## src/rtl/shiftout_sequencer_pkg.sv

```systemverilog
// Shared definitions for the shift-out sequencer and the driver side:
// word width, FSM state encoding and the words-per-pass clamp.
package shiftout_sequencer_pkg;

   localparam int WORD_W = 16;

   typedef enum logic [1:0] {
      ST_IDLE      = 2'd0,
      ST_LOAD      = 2'd1,
      ST_WAIT_DONE = 2'd2,
      ST_GAP       = 2'd3
   } seq_state_e;

   // Number of WAIT_DONE cycles during which done edges are ignored, because
   // the driver only drops its previous done one cycle after the start pulse.
   localparam logic [1:0] DONE_HOLDOFF = 2'd2;

   // Words per pass: 0 or anything above the bank depth means "whole bank".
   function automatic logic [6:0] eff_count(input logic [6:0] cnt, input int depth);
      if (cnt == 7'd0 || int'(cnt) > depth) return 7'(depth);
      return cnt;
   endfunction

endpackage

```

## src/rtl/shiftout_word_bank.sv

```systemverilog
// DEPTH x 16 register file: synchronous write, asynchronous read.
// Contents are deliberately not reset.
module shiftout_word_bank
   import shiftout_sequencer_pkg::*;
#(
   parameter int DEPTH  = 8,
   parameter int ADDR_W = 3
)(
   input  logic              clk_in,
   input  logic              wr_en_in,
   input  logic [ADDR_W-1:0] wr_addr_in,
   input  logic [WORD_W-1:0] wr_data_in,
   input  logic [ADDR_W-1:0] rd_addr_in,
   output logic [WORD_W-1:0] rd_data_out
);

   logic [WORD_W-1:0] mem_q [DEPTH];

   // Host write port; active in every sequencer state, including reset.
   always_ff @(posedge clk_in) begin
      if (wr_en_in) mem_q[wr_addr_in] <= wr_data_in;
   end

   assign rd_data_out = mem_q[rd_addr_in];

endmodule

```

## src/rtl/shiftout_sequencer.sv

```systemverilog
// Shift-out sequencer: walks a word bank, handing each word to the serial
// driver with a one-cycle start pulse, waiting for done, then an idle gap.
// Optional watchdog in WAIT_DONE: define SHIFTOUT_SEQUENCER_TIMEOUT_EN.
//
// Driver handshake: start_out is a one-cycle pulse that coincides with the
// new bits_out; bits_out then stays stable until the next start. The driver
// answers by raising done_in (a level, high for one or more cycles); only a
// fresh rising edge seen at least DONE_HOLDOFF cycles after the start counts.
module shiftout_sequencer
   import shiftout_sequencer_pkg::*;
#(
   parameter int DEPTH      = 8,
   parameter int ADDR_W     = 3,
   parameter int GAP_CYCLES = 16
`ifdef SHIFTOUT_SEQUENCER_TIMEOUT_EN
   , parameter int TIMEOUT_CYCLES = 1024
`endif
)(
   input  logic              clk_in,
   input  logic              reset_in,
   input  logic              wr_en_in,
   input  logic [ADDR_W-1:0] wr_addr_in,
   input  logic [WORD_W-1:0] wr_data_in,
   input  logic              enable_in,
   input  logic [ADDR_W:0]   count_in,
   output logic [WORD_W-1:0] bits_out,
   output logic              start_out,
   input  logic              done_in,
   output logic [ADDR_W-1:0] index_out,
   output logic              pass_done_out,
   output logic              busy_out,
`ifdef SHIFTOUT_SEQUENCER_TIMEOUT_EN
   output logic              timeout_out,
`endif
   output logic [1:0]        state_dbg_out
);

   localparam int CNT_W = ADDR_W + 1;
   localparam logic [15:0] GAP_LOAD = 16'(GAP_CYCLES);
`ifdef SHIFTOUT_SEQUENCER_TIMEOUT_EN
   localparam logic [15:0] TMO_LAST = 16'(TIMEOUT_CYCLES - 1);
`endif

   seq_state_e        state_q;
   logic [ADDR_W-1:0] index_q;
   logic [CNT_W-1:0]  count_q;
   logic [WORD_W-1:0] bits_q;
   logic              start_q;
   logic              pass_done_q;
   logic              done_prev_q;
   logic [1:0]        hold_q;
   logic [15:0]       gap_q;
`ifdef SHIFTOUT_SEQUENCER_TIMEOUT_EN
   logic [15:0]       tmo_q;
   logic              timeout_q;
`endif

   logic [WORD_W-1:0] rd_word;
   logic [CNT_W-1:0]  count_eff;
   logic              done_edge;
   logic              last_word;

   shiftout_word_bank #(
      .DEPTH (DEPTH),
      .ADDR_W(ADDR_W)
   ) u_bank (
      .clk_in     (clk_in),
      .wr_en_in   (wr_en_in),
      .wr_addr_in (wr_addr_in),
      .wr_data_in (wr_data_in),
      .rd_addr_in (index_q),
      .rd_data_out(rd_word)
   );

   assign count_eff = CNT_W'(eff_count(7'(count_in), DEPTH));
   assign done_edge = done_in & ~done_prev_q & (hold_q == DONE_HOLDOFF);
   assign last_word = ({1'b0, index_q} == (count_q - CNT_W'(1)));

   // Previous done level for edge detection; follows done_in even in reset
   // so a level held across reset is never mistaken for an edge.
   always_ff @(posedge clk_in) begin
      done_prev_q <= done_in;
   end

   // Sequencer FSM with registered outputs.
   always_ff @(posedge clk_in) begin
      if (reset_in) begin
         state_q     <= ST_IDLE;
         index_q     <= '0;
         count_q     <= '0;
         bits_q      <= '0;
         start_q     <= 1'b0;
         pass_done_q <= 1'b0;
         hold_q      <= '0;
         gap_q       <= '0;
`ifdef SHIFTOUT_SEQUENCER_TIMEOUT_EN
         tmo_q       <= '0;
         timeout_q   <= 1'b0;
`endif
      end else begin
         start_q     <= 1'b0;
         pass_done_q <= 1'b0;
         case (state_q)
            ST_IDLE: begin
               if (enable_in) begin
                  state_q <= ST_LOAD;
                  index_q <= '0;
                  count_q <= count_eff;
               end
            end
            ST_LOAD: begin
               // Bank read happens before any same-edge write lands: read-old.
               bits_q  <= rd_word;
               start_q <= 1'b1;
               hold_q  <= '0;
`ifdef SHIFTOUT_SEQUENCER_TIMEOUT_EN
               tmo_q   <= '0;
`endif
               state_q <= ST_WAIT_DONE;
            end
            ST_WAIT_DONE: begin
               if (hold_q != DONE_HOLDOFF) hold_q <= hold_q + 2'd1;
               if (done_edge) begin
                  gap_q   <= GAP_LOAD;
                  state_q <= ST_GAP;
               end
`ifdef SHIFTOUT_SEQUENCER_TIMEOUT_EN
               else if (tmo_q == TMO_LAST) begin
                  timeout_q <= 1'b1;
                  gap_q     <= GAP_LOAD;
                  state_q   <= ST_GAP;
               end else begin
                  tmo_q <= tmo_q + 16'd1;
               end
`endif
            end
            ST_GAP: begin
               if (gap_q != 16'd0) begin
                  gap_q <= gap_q - 16'd1;
               end else begin
                  if (last_word) begin
                     pass_done_q <= 1'b1;
                     index_q     <= '0;
                     count_q     <= count_eff;
                  end else begin
                     index_q <= index_q + ADDR_W'(1);
                  end
                  state_q <= enable_in ? ST_LOAD : ST_IDLE;
               end
            end
            default: state_q <= ST_IDLE;
         endcase
      end
   end

   assign bits_out      = bits_q;
   assign start_out     = start_q;
   assign index_out     = index_q;
   assign pass_done_out = pass_done_q;
   assign busy_out      = (state_q != ST_IDLE);
   assign state_dbg_out = state_q;
`ifdef SHIFTOUT_SEQUENCER_TIMEOUT_EN
   assign timeout_out   = timeout_q;
`endif

endmodule

```

## config.mk

```make
export PLATFORM = sky130hd
export DESIGN_NAME = shiftout_sequencer
export DESIGN_NICKNAME = d
export VERILOG_FILES = /design/src/rtl/shiftout_sequencer_pkg.sv /design/src/rtl/shiftout_word_bank.sv /design/src/rtl/shiftout_sequencer.sv
export SDC_FILE = /design/constraint.sdc
export NUM_CORES = 1
export LEC_CHECK = 0
export CAP_MARGIN = 5
export CORE_ASPECT_RATIO = 1.1
export CORE_MARGIN = 3
export CORE_UTILIZATION = 30
export DETAILED_ROUTE_END_ITERATION = 12
export SYNTH_ARGS = -nofsm -noshare
export SYNTH_HDL_FRONTEND = slang
export SYNTH_SLANG_ARGS = --single-unit
```

## constraint.sdc

```tcl
create_clock -name clk_in -period 6.1 [get_ports clk_in]
set_input_delay 1.525 -clock clk_in [delete_from_list [all_inputs] [get_ports clk_in]]
set_output_delay 1.525 -clock clk_in [all_outputs]
set_load 0.01 [all_outputs]
```

# Word level (Yosys, flattened, before mapping)

Memories as Yosys holds them, arrays and structs flattened. A register that Yosys moved wholly into a read port is not among the register bits.
Cells that the tools add are included.

Register bits: 30
RAM bits: 128
Bits of input ports: 28
Output and inout port bits: 24
Word-level logic and storage cells: 69
Memories: 1

Memory list:

| name         | words | width | rd ports | clocked after memory_dff | write ports | RTL line                 | RTL |
|---|---|---|---|---|---|---|---|
| u_bank.mem_q | 8     | 16    | 1        | 1                        | 1           | shiftout_word_bank.sv:17 | `logic [WORD_W-1:0] mem_q [DEPTH];` |

Add/subtract/negate cells: 4
Order comparisons: 1
Eq/ne operators: 12
Muxes and demuxes: 25
Bitwise logic cells: 4
Reduce and logical (&&, ||, !) cells: 14

Operators by type and width:

| operator              | count |
|---|---|
| $mux 16               | 2 |
| $pmux 16 s2           | 1 |
| $mux 4                | 5 |
| $reduce_bool 16->1    | 1 |
| $sub 16x1->16 const B | 1 |
| $ne 2x2->1 const B    | 7 |
| $mux 3                | 3 |
| $reduce_and 3->1      | 3 |
| $mux 2                | 4 |
| $pmux 2 s4            | 1 |
| $pmux 4 s2            | 1 |
| $reduce_bool 2->1     | 4 |
| $eq 2x2->1 const B    | 3 |
| $mux 1                | 6 |
| $pmux 3 s2            | 1 |
| $eq 3x4->1            | 1 |
| $gt 4x4->1 const B    | 1 |
| $logic_not 4->1       | 1 |
| $pmux 2 s2            | 1 |
| $reduce_and 4->1      | 1 |
| $sub 4x1->4 const B   | 1 |
| $add 3x1->3 const B   | 1 |
| $reduce_or 3->1       | 1 |
| $add 2x1->2 const B   | 1 |
| other kinds (6)       | 8 |

# Logic depth before layout (Yosys ltp)

Gate-level depths: netlist of run 1.

Depth after elaboration: 7
Gate-level depth with buffers: 8
Depth with buffers taken out: 7

# Cells and area by module

From an unflattened synthesis of run 1, not the netlist that was laid out.

Cell total of the unflattened synthesis: 438
Area, all modules: 7116.8 µm²

Modules (own cells, without submodules):

| module             | times used | cells an instance | area an instance (µm²) | seq. area each (µm²) |
|---|---|---|---|---|
| shiftout_word_bank | 1          | 198               | 4973.5                 | 3843.7 |
| shiftout_sequencer | 1          | 240               | 2143.3                 | 920.9 |

# Worst setup path after synthesis of run 1

No wires, ideal clock.

Kind: input-to-reg
From: input port wr_addr_in[2]
To: memory u_bank.mem_q[0][0], enable pin
Library setup time: 409 ps
Arrival time: 2838 ps
Required time: 5691 ps
Path slack: 2852 ps
Stages: 2
Path buffers: 0
Cells stage by stage: nand2b_1 -> nor3_1

RTL lines:

| item            | RTL line                 | RTL |
|---|---|---|
| start, declared | shiftout_sequencer.sv:22 | `input logic [ADDR_W-1:0] wr_addr_in,` |
| end, declared   | shiftout_word_bank.sv:17 |  |

No word-level cell before the write port.

# Worst setup path in the final report of run 1

From: register index_q[2] (netlist: index_out[2])
To: output port index_out[2]

RTL lines:

| item                   | RTL line                  | RTL |
|---|---|---|
| start, declared        | shiftout_sequencer.sv:45  | `logic [ADDR_W-1:0] index_q;` |
| start signal, assigned | shiftout_sequencer.sv:146 | `index_q <= index_q + ADDR_W'(1);` |
| end, declared          | shiftout_sequencer.sv:29  | `output logic [ADDR_W-1:0] index_out,` |

No word-level cell between the ends.

==> flow_summary.json, run 1 <==
{
  "timing.fmax_mhz": 279,
  "switchingPower_uw": 863,
  "wl_per_cell_um": 17.7,
  "ys.warnings.count": 0,
  "via_count": 4004,
  "synth_most_common_cell": "edfxtp_1",
  "rows": 57,
  "cp_slowest_stage_delay_ns": 0.94,
  "swShare": 0.276,
  "min_to": "gap_q[1]$_SDFFE_PP0P_",
  "fin_skew_ns": 0.0181,
  "ys_seq_area_frac": 0.688,
  "ys_types": 47,
  "yosys.area.top_type": "edfxtp_1",
  "clockRootBuffer": "clkbuf_16",
  "wl_um": 14500,
  "area_growth_pct": 21.7,
  "p_seq_frac": 0.457,
  "hold_violations": 0,
  "grt_max_degree": 38,
  "drv_slew": 0,
  "fin_hold_ws_ns": 0.483,
  "place_congestion": 0.771,
  "core-area_mm2": 0.0224,
  "crit_chain": "clkdlybuf4s50_1",
  "final_util": 0.376,
  "path_max_fanout": 21,
  "syn-cell-area_mm2": 0.00693,
  "crit_type": "reg2out",
  "reg2reg_from": "index_out[2]$_SDFFE_PP0P_",
  "final_net_count": 548,
  "fill_cells": 2094,
  "timing.rr.end": "count_q[3]$_SDFFE_PP0P_",
  "clk_pin_slew_ns": 0.07,
  "cp_slowest_cell": "dfxtp_1",
  "cts.sinks": 174,
  "clockPowerShare": 0.361,
  "intPower_uw": 2270,
  "synth.area.top_cells": "edfxtp_1, dfxtp_1, mux4_2",
  "insertion_delay_ns": 0.44,
  "grt_usage": 0.124,
  "setup_viol": 0,
  "antenna_left": 0,
  "diodes": 0,
  "end_kind": "primary output",
  "dp_hpwl_um": 8930,
  "power_density_mw_per_mm2": 372,
  "start_util": 0.309,
  "die_x_um": 151,
  "maxCapViolCount": 0,
  "via_per_inst": 4.88,
  "cp_num_buf_inv": 1,
  "required_ns": 4.58,
  "final_layout_size_suffix_gt1_frac": 0.154,
  "grt_pass1_wl_um": 23300,
  "drc": 0,
  "antenna_found_initial": 0,
  "min_from": "gap_q[1]$_SDFFE_PP0P_",
  "fin_crit_ns": 3.58,
  "whs_path_depth": 2,
  "drt_first_pass_iters": 4,
  "leakage_uw": 0.00274,
  "globalRouteOverflowTotal": 0,
  "r2r_slack_ns": 3.33,
  "cp_top_family": "flip-flops",
  "cts_made_buffers": 17,
  "port_buffers": 51,
  "dieArea_mm2": 0.0250,
  "synth.top_cell.area_share": 0.555,
  "ys.flop_type": "edfxtp_1",
  "syn_nets": 490,
  "maxSlewHeadroom": 0.366,
  "post_cts_buffers": 0,
  "worst-r2r-cell-count": 5,
  "postSynthAreaPerCell_um2": 15.3,
  "synth_cells": 454,
  "synthTopCellsByCount": "edfxtp_1, dfxtp_1, nor2_1, nand2_1, mux4_2",
  "synth_edf_count": 128,
  "async_flop_share": 0,
  "tritoncts": "yes",
  "rsz0062_at_grt": "no",
  "cts.path.max_buffers": 2,
  "h-tree-depth": 4,
  "outcome": "finished clean",
  "ios": 52,
  "post_cts_resized": 0,
  "synth_seq_cells": 174,
  "arrival_ns": 2.05,
  "drt_iter0_markers": 198,
  "worst_pin_slew_ns": 0.950,
  "vdd_drop_max_mv": 0.229,
  "cp-start-kind": "register",
  "final.setup.tns_ns": 0,
  "min_period_over_period": 0.587,
  "p_comb_frac": 0.182,
  "die_height_um": 165,
  "holdBufCountCts": 0,
  "hp-class": "reg2reg",
  "grt_pass1_vias": 4219
}
-- layout by cell type, fill, tap and decap left out, drive strengths merged, types with 3 or more instances in the layout --
cell type	n
edfxtp	128
clkdlybuf4s50	51
nor2	46
dfxtp	46
nand2	42
mux4	32
clkbuf	19
inv	19
a311oi	16
a21oi	12
buf	12
xor2	11
nor3	9
ha	8
o21ai	6
nand2b	5
nand3	5
xnor2	5
nor2b	4
nand4	4
o211ai	4
or3	3
or4b	3
nor4	3
clkinv	3
-- flip-flops by register name, summed over array words and instances (netlist names) --
| signal | cells |
|---|---|
| bits_out | 16 |
| count_q | 4 |
| done_prev_q | 1 |
| gap_q | 16 |
| hold_q | 2 |
| index_out | 3 |
| pass_done_out | 1 |
| start_out | 1 |
| state_dbg_out | 2 |
| u_bank.mem_q | 128 |
-- logic make-up (layout without fill, tap and decap cells) --
group	count (synthesis)	in the layout	synth area share
mux	34	34	0.107
fa+ha+maj	8	8	0.0144
buf+inv	37	108	0.0209
flops	174	174	0.688
compound gates	50	50	0.0531
simple gates	134	134	0.0932
xor+xnor	17	17	0.0237
-- final cells by class --
type,count,area [µm²],share of cell area
flip-flops and latches,174,4770,0.565
multi-input cells,243,2030,0.241
repair buffers,63,601,0.0712
clock buffers,19,443,0.0525
well taps,295,369,0.0438
clock inverters,13,174,0.0206
inverters,13,48.8,0.00579
-- through the flow --
| step | cell area (µm²) | instances | setup WS (ns) | total power [µW] |
|---|---|---|---|---|
| finish | 8430 | 820 | 2.52 | 3130 |
| global placement | 7810 | 788 | 2.69 | 2010 |
| CTS | 8430 | 820 | 2.42 | 3170 |
| global route | 8430 | 820 | 2.36 | 3290 |
| detailed placement | 7810 | 788 | 2.60 | 2040 |
| floorplan | 6930 | 454 | 2.85 | 1800 |
-- power groups by stage --
stage	logic (µW)	clock network [µW]	registers (µW)
finish	570	1130	1430
global route	642	1200	1440
CTS	580	1160	1430
detailed placement	578	0	1460
global placement	560	0	1450
floorplan	340	0	1460
-- routing by layer --
metal  track usage  wire [µm]  up-vias
met2         0.206       7230       91
met1         0.160       6340     2050
li1              -          -     1851
met3        0.0306        811       12
met5             0          0        -
met4        0.0383        155        0
-- how the worst max path moves through the flow --
stage | cells past startpoint | startpoint | end
2_1_floorplan | 2 | wr_addr_in[2] | u_bank.mem_q[0][0]$_DFFE_PP_
3_3_place_gp | 4 | wr_addr_in[0] | u_bank.mem_q[2][8]$_DFFE_PP_
3_5_place_dp | 4 | wr_addr_in[1] | u_bank.mem_q[7][15]$_DFFE_PP_
4_1_cts | 1 | index_out[2]$_SDFFE_PP0P_ | index_out[2]
5_1_grt | 1 | index_out[2]$_SDFFE_PP0P_ | index_out[2]
6_report | 1 | index_out[2]$_SDFFE_PP0P_ | index_out[2]
No activity file was read; power rests on OpenSTA's default activity.
==> run 2, diff against run 1 <==
clock period = 3.65 ns   (was 6.1 ns; I/O delays follow)
==> flow_summary.json, run 2 (synthesized netlist as in run 1, its figures left out) <==
{
  "clockRootBuffer": "clkbuf_16",
  "drv_slew": 0,
  "layout_common_cells": "edfxtp_1, clkdlybuf4s50_1, nor2_1",
  "maxCapViolCount": 0,
  "worst_pin_slew_ns": 0.752,
  "cts.path.max_buffers": 2,
  "grt_usage": 0.125,
  "final_net_count": 549,
  "wl_per_cell_um": 18.0,
  "final_layout_size_suffix_gt1_frac": 0.158,
  "cts.sinks": 174,
  "final_common_cell": "edfxtp_1",
  "drc": 0,
  "holdBufCountCts": 0,
  "insertion_delay_ns": 0.42,
  "ios": 52,
  "fin_crit_ns": 2.74,
  "die_x_um": 151,
  "port_buffers": 51,
  "h-tree-depth": 4,
  "via_count": 3975,
  "setup_viol": 0,
  "dp_slack_ns": 0.980,
  "final.setup.worst_slack_ns": 0.914,
  "crit_type": "reg2out",
  "post_cts_resized": 0,
  "end_kind": "primary output",
  "grt_max_degree": 35,
  "top_register": "u_bank.mem_q",
  "arrival_ns": 1.82,
  "drt_first_pass_iters": 4,
  "timing.fmax_mhz": 366,
  "outcome": "finished clean",
  "antenna_found_initial": 0,
  "r2r_slack_ns": 1.33,
  "start_util": 0.309,
  "dp_hpwl_um": 8680,
  "diodes": 0,
  "grt_pass1_vias": 4236,
  "vdd_drop_max_mv": 0.272,
  "path_max_fanout": 4,
  "core-area_mm2": 0.0224,
  "power_density_mw_per_mm2": 617,
  "tritoncts": "yes",
  "drt_iter0_markers": 221,
  "min_period_over_period": 0.750,
  "placed_area_mm2": 0.00782,
  "place_congestion": 0.793,
  "hold_violations": 0,
  "antenna_left": 0,
  "wl_um": 14800,
  "die_height_um": 165,
  "via_per_inst": 4.84,
  "cts_made_buffers": 17,
  "largest_reg_flops": 128,
  "globalRouteOverflowTotal": 0,
  "post_cts_buffers": 0,
  "cp-start-kind": "register",
  "required_ns": 2.74,
  "final_area_mm2": 0.00844,
  "fin_skew_ns": 0.00866,
  "rows": 57,
  "leakage_uw": 0.00275,
  "dieArea_mm2": 0.0250,
  "clk_pin_slew_ns": 0.07,
  "hp-class": "reg2reg",
  "final.setup.tns_ns": 0,
  "grt_pass1_wl_um": 23400,
  "rsz0062_at_grt": "no",
  "area_growth_pct": 21.8,
  "maxSlewHeadroom": 0.496
}
==> run 2: cell types whose count changed in the layout (fill, tap and decap cells not counted), sizes merged <==
cell      change
buf           +1
bufinv        -1
clkbuf        -2
clkinv        +4
clkinvlp      -1
==> run 2: worst max-delay path: stages (launching register included) <==
cell             delay [ns]
dfxtp_1                0.39
inv_1                  0.11
ha_1                   0.26
inv_1                  0.10
clkdlybuf4s50_1        0.53
==> run 2: final timing paths <==
path	startpoint	to	cells past startpoint
min	bits_out[1]$_SDFFE_PP0P_	bits_out[1]$_SDFFE_PP0P_	2
min reg2reg	bits_out[1]$_SDFFE_PP0P_	bits_out[1]$_SDFFE_PP0P_	2
max reg2reg	state_dbg_out[1]$_SDFFE_PP0P_	gap_q[1]$_SDFFE_PP0P_	6
max	state_dbg_out[0]$_SDFFE_PP0P_	busy_out	4
==> run 2: final cells by class <==
class	instances	area (µm²)
Timing Repair Buffer	64	608
Multi-Input combinational cell	243	2030
Tap cell	295	369
Fill cell	2132	14000
Clock inverter	15	194
Inverter	13	48.8
Clock buffer	17	425
Sequential cell	174	4770
==> run 2: per-stage QoR <==
stage,utilization,instances,hold slack (ns),power [µW]
finish,0.377,821,0.481,5210
global placement,0.349,789,0.458,3360
CTS,0.377,821,0.488,5280
global route,0.377,821,0.507,5480
floorplan,-,454,0.445,3010
detailed placement,0.349,789,0.478,3400
==> run 2: per-layer routing <==
| layer | track usage | vias up | share of wire |
|---|---|---|---|
| li1 | - | 1855 | - |
| met1 | 0.159 | 2025 | 0.43 |
| met2 | 0.212 | 84 | 0.51 |
| met3 | 0.0325 | 11 | 0.047 |
| met4 | 0.0346 | 0 | 0.0078 |
| met5 | 0 | - | 0 |
==> run 2: report_power, final <==
part	internal, µW	leakage (µW)	switching (µW)
Combinational	442	0.000912	510
Clock	995	0.000299	871
Sequential	2290	0.00154	108
==> run 3, diff against run 2 <==
clock period = 2.45 ns   (was 3.65 ns; I/O delays follow)
==> flow_summary.json, run 3 (synthesized netlist as in run 1, its figures left out) <==
{
  "p_comb_frac": 0.193,
  "wl_per_cell_um": 18.1,
  "ios": 52,
  "hold_violations": 0,
  "min_period_over_period": 0.945,
  "setup_viol": 0,
  "place_congestion": 0.787,
  "swShare": 0.282,
  "outcome": "finished clean",
  "min_from": "bits_out[0]$_SDFFE_PP0P_",
  "cts_made_buffers": 17,
  "die_height_um": 165,
  "via_per_inst": 4.83,
  "vdd_drop_max_mv": 0.426,
  "port_buffers": 51,
  "path_max_fanout": 20,
  "drv_slew": 0,
  "final.setup.tns_ns": 0,
  "antenna_left": 0,
  "worst_pin_slew_ns": 0.615,
  "grt_usage": 0.128,
  "die_x_um": 151,
  "grt_max_degree": 36,
  "tritoncts": "yes",
  "h-tree-depth": 4,
  "insertion_delay_ns": 0.43,
  "reg2reg_from": "gap_q[0]$_SDFFE_PP0P_",
  "cp-startpoint": "index_out[2]$_SDFFE_PP0P_",
  "rows": 57,
  "final_common_cell": "edfxtp_1",
  "diodes": 0,
  "drt_iter0_markers": 185,
  "end_kind": "primary output",
  "power_density_mw_per_mm2": 907,
  "timing.fmax_mhz": 432,
  "fin_crit_ns": 2.32,
  "wl_um": 15000,
  "layout_common_cells": "edfxtp_1, clkdlybuf4s50_1, nor2_1",
  "cts.path.max_buffers": 2,
  "final_util": 0.382,
  "p_seq_frac": 0.460,
  "switchingPower_uw": 2190,
  "dieArea_mm2": 0.0250,
  "cp-start-kind": "register",
  "arrival_ns": 1.70,
  "via_count": 4000,
  "clockRootBuffer": "clkbuf_16",
  "intPower_uw": 5580,
  "dp_hpwl_um": 9150,
  "final_layout_size_suffix_gt1_frac": 0.173,
  "cts.sinks": 174,
  "required_ns": 1.84,
  "maxSlewHeadroom": 0.590,
  "maxCapViolCount": 0,
  "start_util": 0.309,
  "antenna_found_initial": 0,
  "globalRouteOverflowTotal": 0,
  "area_growth_pct": 23.6,
  "drt_first_pass_iters": 4,
  "clockPowerShare": 0.348,
  "core-area_mm2": 0.0224,
  "final_net_count": 556,
  "drc": 0,
  "hp-class": "reg2reg",
  "largest_reg_flops": 128,
  "clk_pin_slew_ns": 0.07,
  "grt_pass1_vias": 4304,
  "crit_type": "reg2out",
  "fill_cells": 2114,
  "rsz0062_at_grt": "no",
  "grt_pass1_wl_um": 23600,
  "top_register": "u_bank.mem_q",
  "fin_skew_ns": 0.00858,
  "leakage_uw": 0.00280
}
run 3: through the flow:
stage	total power [µW]	setup slack, ns	instance area, µm²	cells	hold WS [ns]
floorplan	4490	0.115	6930	454	0.445
global placement	5090	0.183	7960	796	0.469
detailed placement	5150	0.141	7960	796	0.484
CTS	7860	0.0327	8560	828	0.494
global route	8170	0.0560	8560	828	0.515
finish	7770	0.135	8560	828	0.487
run 3: final cells by class:
| class | instances | area, µm² | share of cell area |
|---|---|---|---|
| clock buffer | 17 | 425 | 0.0497 |
| clock inverter | 15 | 173 | 0.0202 |
| multi-input combinational | 243 | 2030 | 0.237 |
| tap | 295 | 369 | 0.0431 |
| inverter | 13 | 48.8 | 0.00570 |
| timing repair buffer | 71 | 751 | 0.0877 |
| sequential | 174 | 4770 | 0.557 |
run 3: final timing paths:
check                             end  slack, ns  cells after the start
min          bits_out[0]$_SDFFE_PP0P_       0.49                      2
max                      index_out[2]       0.13                      2
min reg2reg  bits_out[0]$_SDFFE_PP0P_       0.49                      2
max reg2reg   count_q[3]$_SDFFE_PP0P_       0.24                      7
run 3: repair_timing:
action,CTS,global route
gates resized for setup,1,2
setup buffers,0,0
setup endpoints to repair,1,1
hold buffers,0,0
run 3: power groups by stage:
| stage | registers (µW) | logic [µW] | clock network (µW) |
|---|---|---|---|
| finish | 3570 | 1500 | 2700 |
| global route | 3600 | 1660 | 2910 |
| CTS | 3570 | 1520 | 2760 |
| detailed placement | 3630 | 1520 | 0 |
| global placement | 3620 | 1470 | 0 |
| floorplan | 3650 | 846 | 0 |
run 3: layer usage:
layer | wire [µm] | vias to the layer above | track usage
met3 | 731 | 16 | 0.0347
met5 | 0 | - | 0
met2 | 7570 | 93 | 0.219
met1 | 6470 | 2013 | 0.156
li1 | - | 1878 | -
met4 | 189 | 0 | 0.0429
run 3: worst max-delay path, cell delays in order (launching register included):
cell and delay (ns):
dfxtp_1 0.33, buf_4 0.33, clkdlybuf4s50_1 0.62
